$ cat src/rtl/uart_rx_fsm_if.sv
// Receiver-side signal bundle: serial line and frame configuration towards the
// receiver, received byte and status pulses back from it.
interface uart_rx_fsm_if #(
  parameter int DATA_WIDTH = 8
);
  logic                  RX_IN;
  logic [5:0]            PRESCALE;
  logic                  PAR_EN;
  logic                  PAR_TYP;
  logic [DATA_WIDTH-1:0] P_DATA;
  logic                  DATA_VALID;
  logic                  PAR_ERR;
  logic                  STP_ERR;

  modport master (
    output RX_IN,
    output PRESCALE,
    output PAR_EN,
    output PAR_TYP,
    input  P_DATA,
    input  DATA_VALID,
    input  PAR_ERR,
    input  STP_ERR
  );

  modport slave (
    input  RX_IN,
    input  PRESCALE,
    input  PAR_EN,
    input  PAR_TYP,
    output P_DATA,
    output DATA_VALID,
    output PAR_ERR,
    output STP_ERR
  );
endinterface

$ cat src/rtl/uart_rx_fsm.sv
// UART receiver: oversampled start/data/parity/stop framing with a three-sample
// majority vote per bit; each good byte is delivered with a one-cycle DATA_VALID pulse.
module uart_rx_fsm #(
  parameter int DATA_WIDTH = 8
) (
  input  logic         CLK,
  input  logic         RST,
  uart_rx_fsm_if.slave rx_if
);

  localparam int            BW       = (DATA_WIDTH > 1) ? $clog2(DATA_WIDTH) : 1;
  localparam logic [BW-1:0] LAST_BIT = BW'(DATA_WIDTH - 1);

  typedef enum logic [2:0] {
    IDLE   = 3'd0,
    START  = 3'd1,
    DATA   = 3'd2,
    PARITY = 3'd3,
    STOP   = 3'd4
  } state_e;

  function automatic logic majority3(input logic [2:0] s);
    return (s[0] & s[1]) | (s[0] & s[2]) | (s[1] & s[2]);
  endfunction

  function automatic logic parity_of(input logic [DATA_WIDTH-1:0] data, input logic odd);
    return (^data) ^ odd;
  endfunction

  state_e                state_q;
  logic [5:0]            edge_cnt_q;
  logic [5:0]            edge_cnt_d;
  logic [BW-1:0]         bit_cnt_q;
  logic [2:0]            samp_q;
  logic [5:0]            prescale_q;
  logic                  par_en_q;
  logic                  par_typ_q;
  logic                  par_fail_q;
  logic [DATA_WIDTH-1:0] shift_q;
  logic [DATA_WIDTH-1:0] p_data_q;
  logic                  data_valid_q;
  logic                  par_err_q;
  logic                  stp_err_q;

  logic [5:0]            prescale_eff_s;
  logic [5:0]            half_s;
  logic [5:0]            last_edge_s;
  logic                  edge_wrap_s;
  logic                  eval_s;
  logic                  bit_val_s;

  // Bit-period timing derived from the prescale latched at start detect
  always_comb begin
    prescale_eff_s = (rx_if.PRESCALE == 6'd0) ? 6'd8 : rx_if.PRESCALE;
    half_s         = prescale_q >> 1;
    last_edge_s    = prescale_q - 6'd1;
    edge_wrap_s    = (edge_cnt_q == last_edge_s);
    edge_cnt_d     = edge_wrap_s ? 6'd0 : (edge_cnt_q + 6'd1);
    eval_s         = (edge_cnt_q == (half_s + 6'd2));
    bit_val_s      = majority3(samp_q);
  end

  // Frame FSM with sampling, shift register and registered status outputs
  always_ff @(posedge CLK) begin
    if (RST) begin
      state_q      <= IDLE;
      edge_cnt_q   <= 6'd0;
      bit_cnt_q    <= '0;
      samp_q       <= 3'b000;
      prescale_q   <= 6'd8;
      par_en_q     <= 1'b0;
      par_typ_q    <= 1'b0;
      par_fail_q   <= 1'b0;
      shift_q      <= '0;
      p_data_q     <= '0;
      data_valid_q <= 1'b0;
      par_err_q    <= 1'b0;
      stp_err_q    <= 1'b0;
    end else begin
      data_valid_q <= 1'b0;
      par_err_q    <= 1'b0;
      stp_err_q    <= 1'b0;

      if (state_q != IDLE) begin
        edge_cnt_q <= edge_cnt_d;
        if (edge_cnt_q == (half_s - 6'd1)) begin
          samp_q[0] <= rx_if.RX_IN;
        end else if (edge_cnt_q == half_s) begin
          samp_q[1] <= rx_if.RX_IN;
        end else if (edge_cnt_q == (half_s + 6'd1)) begin
          samp_q[2] <= rx_if.RX_IN;
        end
      end

      case (state_q)
        IDLE: begin
          edge_cnt_q <= 6'd0;
          bit_cnt_q  <= '0;
          // The detect cycle itself is edge 0 of the start bit
          if (!rx_if.RX_IN) begin
            state_q    <= START;
            edge_cnt_q <= 6'd1;
            prescale_q <= prescale_eff_s;
            par_en_q   <= rx_if.PAR_EN;
            par_typ_q  <= rx_if.PAR_TYP;
            par_fail_q <= 1'b0;
          end
        end

        START: begin
          if (eval_s && bit_val_s) begin
            state_q    <= IDLE;
            edge_cnt_q <= 6'd0;
          end else if (edge_wrap_s) begin
            state_q   <= DATA;
            bit_cnt_q <= '0;
          end
        end

        DATA: begin
          if (eval_s) begin
            shift_q <= {bit_val_s, shift_q[DATA_WIDTH-1:1]};
          end
          if (edge_wrap_s) begin
            if (bit_cnt_q == LAST_BIT) begin
              state_q <= par_en_q ? PARITY : STOP;
            end else begin
              bit_cnt_q <= bit_cnt_q + BW'(1'b1);
            end
          end
        end

        PARITY: begin
          if (eval_s) begin
            par_fail_q <= (bit_val_s != parity_of(shift_q, par_typ_q));
          end
          if (edge_wrap_s) begin
            state_q <= STOP;
          end
        end

        // Finish at mid-stop so a following start edge is not missed; the wrap
        // term only matters for illegal prescales whose evaluation point never comes
        STOP: begin
          if (eval_s || edge_wrap_s) begin
            state_q    <= IDLE;
            edge_cnt_q <= 6'd0;
            stp_err_q  <= ~bit_val_s;
            par_err_q  <= par_fail_q;
            if (bit_val_s && !par_fail_q) begin
              p_data_q     <= shift_q;
              data_valid_q <= 1'b1;
            end
          end
        end

        default: begin
          state_q    <= IDLE;
          edge_cnt_q <= 6'd0;
        end
      endcase
    end
  end

  assign rx_if.P_DATA     = p_data_q;
  assign rx_if.DATA_VALID = data_valid_q;
  assign rx_if.PAR_ERR    = par_err_q;
  assign rx_if.STP_ERR    = stp_err_q;

endmodule

$ cat src/flat_wrapper.sv
// flat-port wrapper written by rule: the top's interface ports become plain ports
module uart_rx_fsm_flat 
#(
  parameter int DATA_WIDTH = 8
)
  (CLK, RST, rx_if_RX_IN, rx_if_PRESCALE, rx_if_PAR_EN, rx_if_PAR_TYP, rx_if_P_DATA, rx_if_DATA_VALID, rx_if_PAR_ERR, rx_if_STP_ERR);
  uart_rx_fsm_if #(.DATA_WIDTH(DATA_WIDTH)) rx_if_i ();
  input  logic CLK;
  input  logic RST;
  input wire logic [$bits(rx_if_i.RX_IN)-1:0] rx_if_RX_IN;
  input wire logic [$bits(rx_if_i.PRESCALE)-1:0] rx_if_PRESCALE;
  input wire logic [$bits(rx_if_i.PAR_EN)-1:0] rx_if_PAR_EN;
  input wire logic [$bits(rx_if_i.PAR_TYP)-1:0] rx_if_PAR_TYP;
  output wire logic [$bits(rx_if_i.P_DATA)-1:0] rx_if_P_DATA;
  output wire logic [$bits(rx_if_i.DATA_VALID)-1:0] rx_if_DATA_VALID;
  output wire logic [$bits(rx_if_i.PAR_ERR)-1:0] rx_if_PAR_ERR;
  output wire logic [$bits(rx_if_i.STP_ERR)-1:0] rx_if_STP_ERR;
  assign rx_if_i.RX_IN = rx_if_RX_IN;
  assign rx_if_i.PRESCALE = rx_if_PRESCALE;
  assign rx_if_i.PAR_EN = rx_if_PAR_EN;
  assign rx_if_i.PAR_TYP = rx_if_PAR_TYP;
  assign rx_if_P_DATA = rx_if_i.P_DATA;
  assign rx_if_DATA_VALID = rx_if_i.DATA_VALID;
  assign rx_if_PAR_ERR = rx_if_i.PAR_ERR;
  assign rx_if_STP_ERR = rx_if_i.STP_ERR;
  uart_rx_fsm #(.DATA_WIDTH(DATA_WIDTH)) u_core (.CLK(CLK), .RST(RST), .rx_if(rx_if_i));
endmodule
$ cat config.mk
export PLATFORM = sky130hd
export DESIGN_NAME = uart_rx_fsm_flat
export DESIGN_NICKNAME = d
export VERILOG_FILES = /design/src/rtl/uart_rx_fsm_if.sv /design/src/rtl/uart_rx_fsm.sv /design/src/flat_wrapper.sv
export SDC_FILE = /design/constraint.sdc
export NUM_CORES = 1
export LEC_CHECK = 0
export ABC_AREA = 1
export CAP_MARGIN = 25
export CORE_AREA = 2 2 79 81
export DETAILED_ROUTE_END_ITERATION = 8
export DIE_AREA = 0 0 81 83
export PLACE_DENSITY = 0.69
export SLEW_MARGIN = 0
export SYNTH_ARGS = -nofsm -noshare
export SYNTH_HDL_FRONTEND = slang
export SYNTH_SLANG_ARGS = --single-unit
$ cat constraint.sdc
create_clock -name CLK -period 2.68 [get_ports CLK]
set_clock_uncertainty 0.2 [all_clocks]
set_input_delay 0.536 -clock CLK [delete_from_list [all_inputs] [get_ports CLK]]
set_output_delay 0.536 -clock CLK [all_outputs]
set_load 0.05 [all_outputs]
# Word level (Yosys, flattened, before mapping)
# Index checks and enable logic that the tools add are counted.
# op_classes
eq_ne	21
addsub	6
bitwise	12
muxes	25
n_reduce_logical	21
# op_table
op	n
$mux 3	12
$mux 6	5
$eq 6x6->1	4
$pmux 6 s4	1
$pmux 3 s5	1
$ne 2x1->1 const B	6
$pmux 3 s3	1
$reduce_and 3->1	3
$reduce_xor 8->1	1
$add 5x1->6 const B	1
$add 5x2->6 const B	1
$add 6x1->6 const B	1
$eq 3x2->1 const B	2
$eq 3x3->1 const B	2
$eq 6x5->1	1
$logic_not 6->1	1
$ne 2x2->1 const B	3
$not 1->1	6
$reduce_and 2->1	3
$reduce_and 6->1	1
$reduce_bool 3->1	2
$sub 5x1->6 const B	1
$sub 6x1->6 const B	1
$reduce_and 5->1	1
17 further kinds	24
# totals
regBits	43
word_cells	100
inputBits	11

# Longest topological paths before layout
# logic_depth
word_depth	6
depth_mapped	15
depth_no_buf	15

# Worst setup path after synthesis
# OpenSTA, ideal clock, no wires.
# synth_path
path_type	reg-to-reg
startpoint	reg u_core.prescale_q[2]
endpoint	reg u_core.p_data_q[0], in the netlist u_core.rx_if.P_DATA[0]
path_stages_with_launch	11
setup_time_ns	0.117
required_ns	2.363
path_slack_ns	0.623
arrival_time_ns	1.740
synth_period_minus_slack_ns	2.057
cell_sequence	dfxtp_1 inv_2 ha_1 xor2_1 nor2_1 nand3_4 nand2_2 nand3_4 buf_6 o21ai_1 a21oi_1
# synth_between
elab_chain_cells	4
elab_cells_between_ends	6
classes_between	2 x add/sub; 2 x eq/ne; 2 x reduce/logical
# synth_rtl
element	line_no	rtl
start: declaration	uart_rx_fsm.sv:35	logic [5:0] prescale_q;
start signal: assignment	uart_rx_fsm.sv:103	prescale_q <= prescale_eff_s;
$sub 6x1->6 / $add 5x2->6 (equally long branches)	uart_rx_fsm.sv:56, uart_rx_fsm.sv:59	
$eq 6x6->1 (on tied branches)	uart_rx_fsm.sv:57, uart_rx_fsm.sv:59	
$logic_or 1x1->1 (*)	uart_rx_fsm.sv:145	if (eval_s || edge_wrap_s) begin
$reduce_and 3->1 (no line) (*)	-	
end signal: assignment	uart_rx_fsm.sv:151	p_data_q <= shift_q;
end: declaration	uart_rx_fsm.sv:40	logic [DATA_WIDTH-1:0] p_data_q;
# Mark *: on every way between the ends. The rest lies on a longest branch, timed or not.
# A chain may end at the register's enable or synchronous reset.

# Worst setup path after layout
# layout_path
startpoint	reg u_core.prescale_q[1]
endpoint	reg u_core.p_data_q[4], in the netlist u_core.rx_if.P_DATA[4]
# The elaborated chain is that of the path after synthesis.

==> flow_metrics.env <==
export IMPL_status="complete, no violations"
export IMPL_die_w_um=81
export IMPL_synth_seq_cells=43
export IMPL_ys_types=33
export IMPL_cts_made_buffers=5
export IMPL_portBuffers=21
export IMPL_detailedPlace_worstSlack_ns=0.2566
export IMPL_antennaDiodeCount=0
export IMPL_finalSetupViolCount=0
export IMPL_met1_length_mm=2.736
export IMPL_r2r_setup_slack_ns=0.28
export IMPL_num_vias=2248
export IMPL_route_met2_wl_mm=2.467
export IMPL_cp_max_fo=16
export IMPL_grt_max_degree=18
export IMPL_synth_top_cell_by_area="dfxtp_1"
export IMPL_hold_path_depth=2
export IMPL_firstDrtPassIters=4
export IMPL_dieArea_um2=6723
export IMPL_yosysSeqAreaShare=0.3376
export IMPL_worstPathRequired_ns=2.67
export IMPL_grtUsageTotal=0.1718
export IMPL_synth_area_um2=2550
export IMPL_wl_per_cell_um=11.78
export IMPL_rsz0062_at_grt="no"
export IMPL_layout_common_cells="71 x nand2_1, 47 x inv_1, 45 x nor2_1"
export IMPL_vias_per_cell=4.834
export IMPL_maxCapViolations=0
export IMPL_io_pins=22
export IMPL_p_per_area_nw_per_um2=787.9
export IMPL_drc=0
export IMPL_rr_worst_depth=13
export IMPL_hold_class="reg -> reg"
export IMPL_ir_drop_v=0.0005126
export IMPL_cp_start_kind="flip-flop"
export IMPL_ys_warnings_count=0
export IMPL_slew_headroom=0.6612
export IMPL_grt_pass1_vias=2088
export IMPL_cts_htree_levels=2
export IMPL_dp_hpwl_mm=4.259
export IMPL_rows=28
export IMPL_path_clk_slew_ns=0.09
export IMPL_grt_first_pass_wirelength_mm=9.183
export IMPL_die_h_um=83
export IMPL_synthToLayoutAreaGrowth_pct=14.82
export IMPL_grt_antenna_before_repair=0
export IMPL_min_from="u_core.rx_if.P_DATA[7]"
export IMPL_clock_sinks=43
export IMPL_postCtsSetupRepairBufs=0
export IMPL_top_layer="met4"
export IMPL_synth_avg_cell_area_um2=6.986
export IMPL_cts_resized=0
export IMPL_tightest_slew_ns=0.5066
export IMPL_finalCritPeriodShare=0.8944
export IMPL_hold_viol_final=0
export IMPL_hold_path_end="u_core.rx_if.P_DATA[7]"
export IMPL_wl_met3_um=194
export IMPL_clockRootBuffer="clkbuf_8"
export IMPL_yosys_top_cells_area="dfxtp_1 34%, nand2_1 10%, inv_1 7.1%"
export IMPL_worstReg2RegEnd="u_core.rx_if.P_DATA[4]"
export IMPL_drtIter0Drc=107
export IMPL_maxSlewViolCount=0
export IMPL_syn_nets=386
export IMPL_initial_core_util=0.4385
export IMPL_worstReg2RegStart="u_core.prescale_q[1]"
export IMPL_clk_latency_ns=0.30
export IMPL_drive_gt1_frac=0.1000
export IMPL_nNetsFinal=410
export IMPL_synth_cells=365
export IMPL_stdcell_area_um2=2928
export IMPL_tns_ns=0
export IMPL_place_area_um2=2834
export IMPL_core_area_um2=5816
export IMPL_clock_path_buffers=2
export IMPL_synth_top_area_share=0.3376
export IMPL_gp_congestion=0.8896
export IMPL_routed_wl_mm=5.478
export IMPL_cts_hold_buffers=0
export IMPL_final_common_cell="nand2_1"
export IMPL_final_antenna_net_count=0
export IMPL_total_power_w=0.002307
export IMPL_fin_crit_ns=2.397
export IMPL_grt_overflow=0
export IMPL_worst_ep_arrival_time_ns=2.39
export IMPL_tritoncts="yes"
export IMPL_leakagePower_nw=1.255
export IMPL_critPathCaptureType="flip-flop"
export IMPL_final_setup_worst_slack_ns=0.2830
export IMPL_clock_fmax_mhz=417.2
export IMPL_critPathKind="reg -> reg"
-- registers in the layout, indices dropped and copies added, names as in the netlist --
signal	flops
u_core.rx_if.P_DATA	8
u_core.shift_q	8
u_core.edge_cnt_q	6
u_core.prescale_q	6
u_core.bit_cnt_q	3
u_core.samp_q	3
u_core.state_q	3
u_core.par_en_q	1
u_core.par_fail_q	1
u_core.par_typ_q	1
u_core.rx_if.DATA_VALID	1
u_core.rx_if.PAR_ERR	1
u_core.rx_if.STP_ERR	1
-- metal layers --
metal  global-route usage  up-vias
li1                     -     1217
met1               0.2333      989
met2               0.2727       34
met3              0.03478        8
met4              0.05085        0
met5                    0        -
-- cells by family (layout without fill, tap and decap cells) --
family | Yosys count | in the layout | synth area share
simple gates | 157 | 157 | 0.2807
compound gates | 72 | 72 | 0.1614
buf+inv | 62 | 87 | 0.09911
flops | 43 | 43 | 0.3376
xor+xnor | 21 | 21 | 0.07213
fa+ha+maj | 10 | 10 | 0.04907
-- report_power, final --
| part | total (W) | internal (W) | switching [W] |
|---|---|---|---|
| logic | 0.00104 | 0.000368 | 0.000672 |
| clock network | 0.000428 | 0.000186 | 0.000242 |
| registers | 0.000838 | 0.000731 | 0.000107 |
-- stage by stage --
| stage | instances | hold slack (ns) | util |
|---|---|---|---|
| 2_1_floorplan | 365 | 0.2297 | - |
| 3_3_place_gp | 457 | 0.2332 | 0.4873 |
| 3_5_place_dp | 457 | 0.2374 | 0.4873 |
| 4_1_cts | 465 | 0.2508 | 0.5034 |
| 5_1_grt | 465 | 0.2621 | 0.5034 |
| 6_report | 465 | 0.2481 | 0.5034 |
-- how the worst max path moves through the flow --
stage	from	to	cells past startpoint
3_3_place_gp	u_core.prescale_q[1]	u_core.rx_if.P_DATA[3]	13
2_1_floorplan	u_core.prescale_q[2]	u_core.rx_if.P_DATA[0]	10
4_1_cts	u_core.prescale_q[1]	u_core.rx_if.P_DATA[4]	13
3_5_place_dp	u_core.prescale_q[1]	u_core.rx_if.P_DATA[4]	13
5_1_grt	u_core.prescale_q[1]	u_core.rx_if.P_DATA[3]	13
6_report	u_core.prescale_q[1]	u_core.rx_if.P_DATA[4]	13
-- cells in the mapped netlist --
cell type  number
nand3_2         1
buf_4           1
o211ai_1        1
nand4_1         5
clkbuf_1        4
nor2_4          3
o21ai_2         2
nand3_1        13
buf_6           2
a22oi_1         1
a21oi_2         2
nor3_1          8
a21oi_4         1
o2111ai_1       1
nand3_4         2
inv_1          48
nand2_2         4
inv_2           6
or2_2           2
or4_1           1
buf_2           1
o21ai_1         3
o21ai_4         1
a21oi_1        24
xor2_1         15
dfxtp_1        43
ha_1           10
nor3_2          2
nor2_1         45
a211oi_1        2
xnor2_1         6
nand2_1        71
o21ai_0        34
-- critical path: stages (launching register included) --
cell	delay, ns
dfxtp_1	0.40
inv_2	0.11
ha_1	0.31
inv_1	0.04
nand2_1	0.05
nand2_1	0.04
nor2_1	0.15
nand2_1	0.08
nor2_1	0.11
nand3_2	0.18
nand2_2	0.16
nand3_4	0.18
o21ai_0	0.21
a21oi_1	0.06
-- cell type report --
class                   count  area (um2)
clock buffers               5       68.82
clock inverters             3       25.02
fillers                   625        2888
inverters                  54       202.7
multi-input cells         260        1436
flip-flops and latches     43       860.8
well taps                  75       93.84
repair buffers             25       240.2
Power figures use the tool's default switching activity.
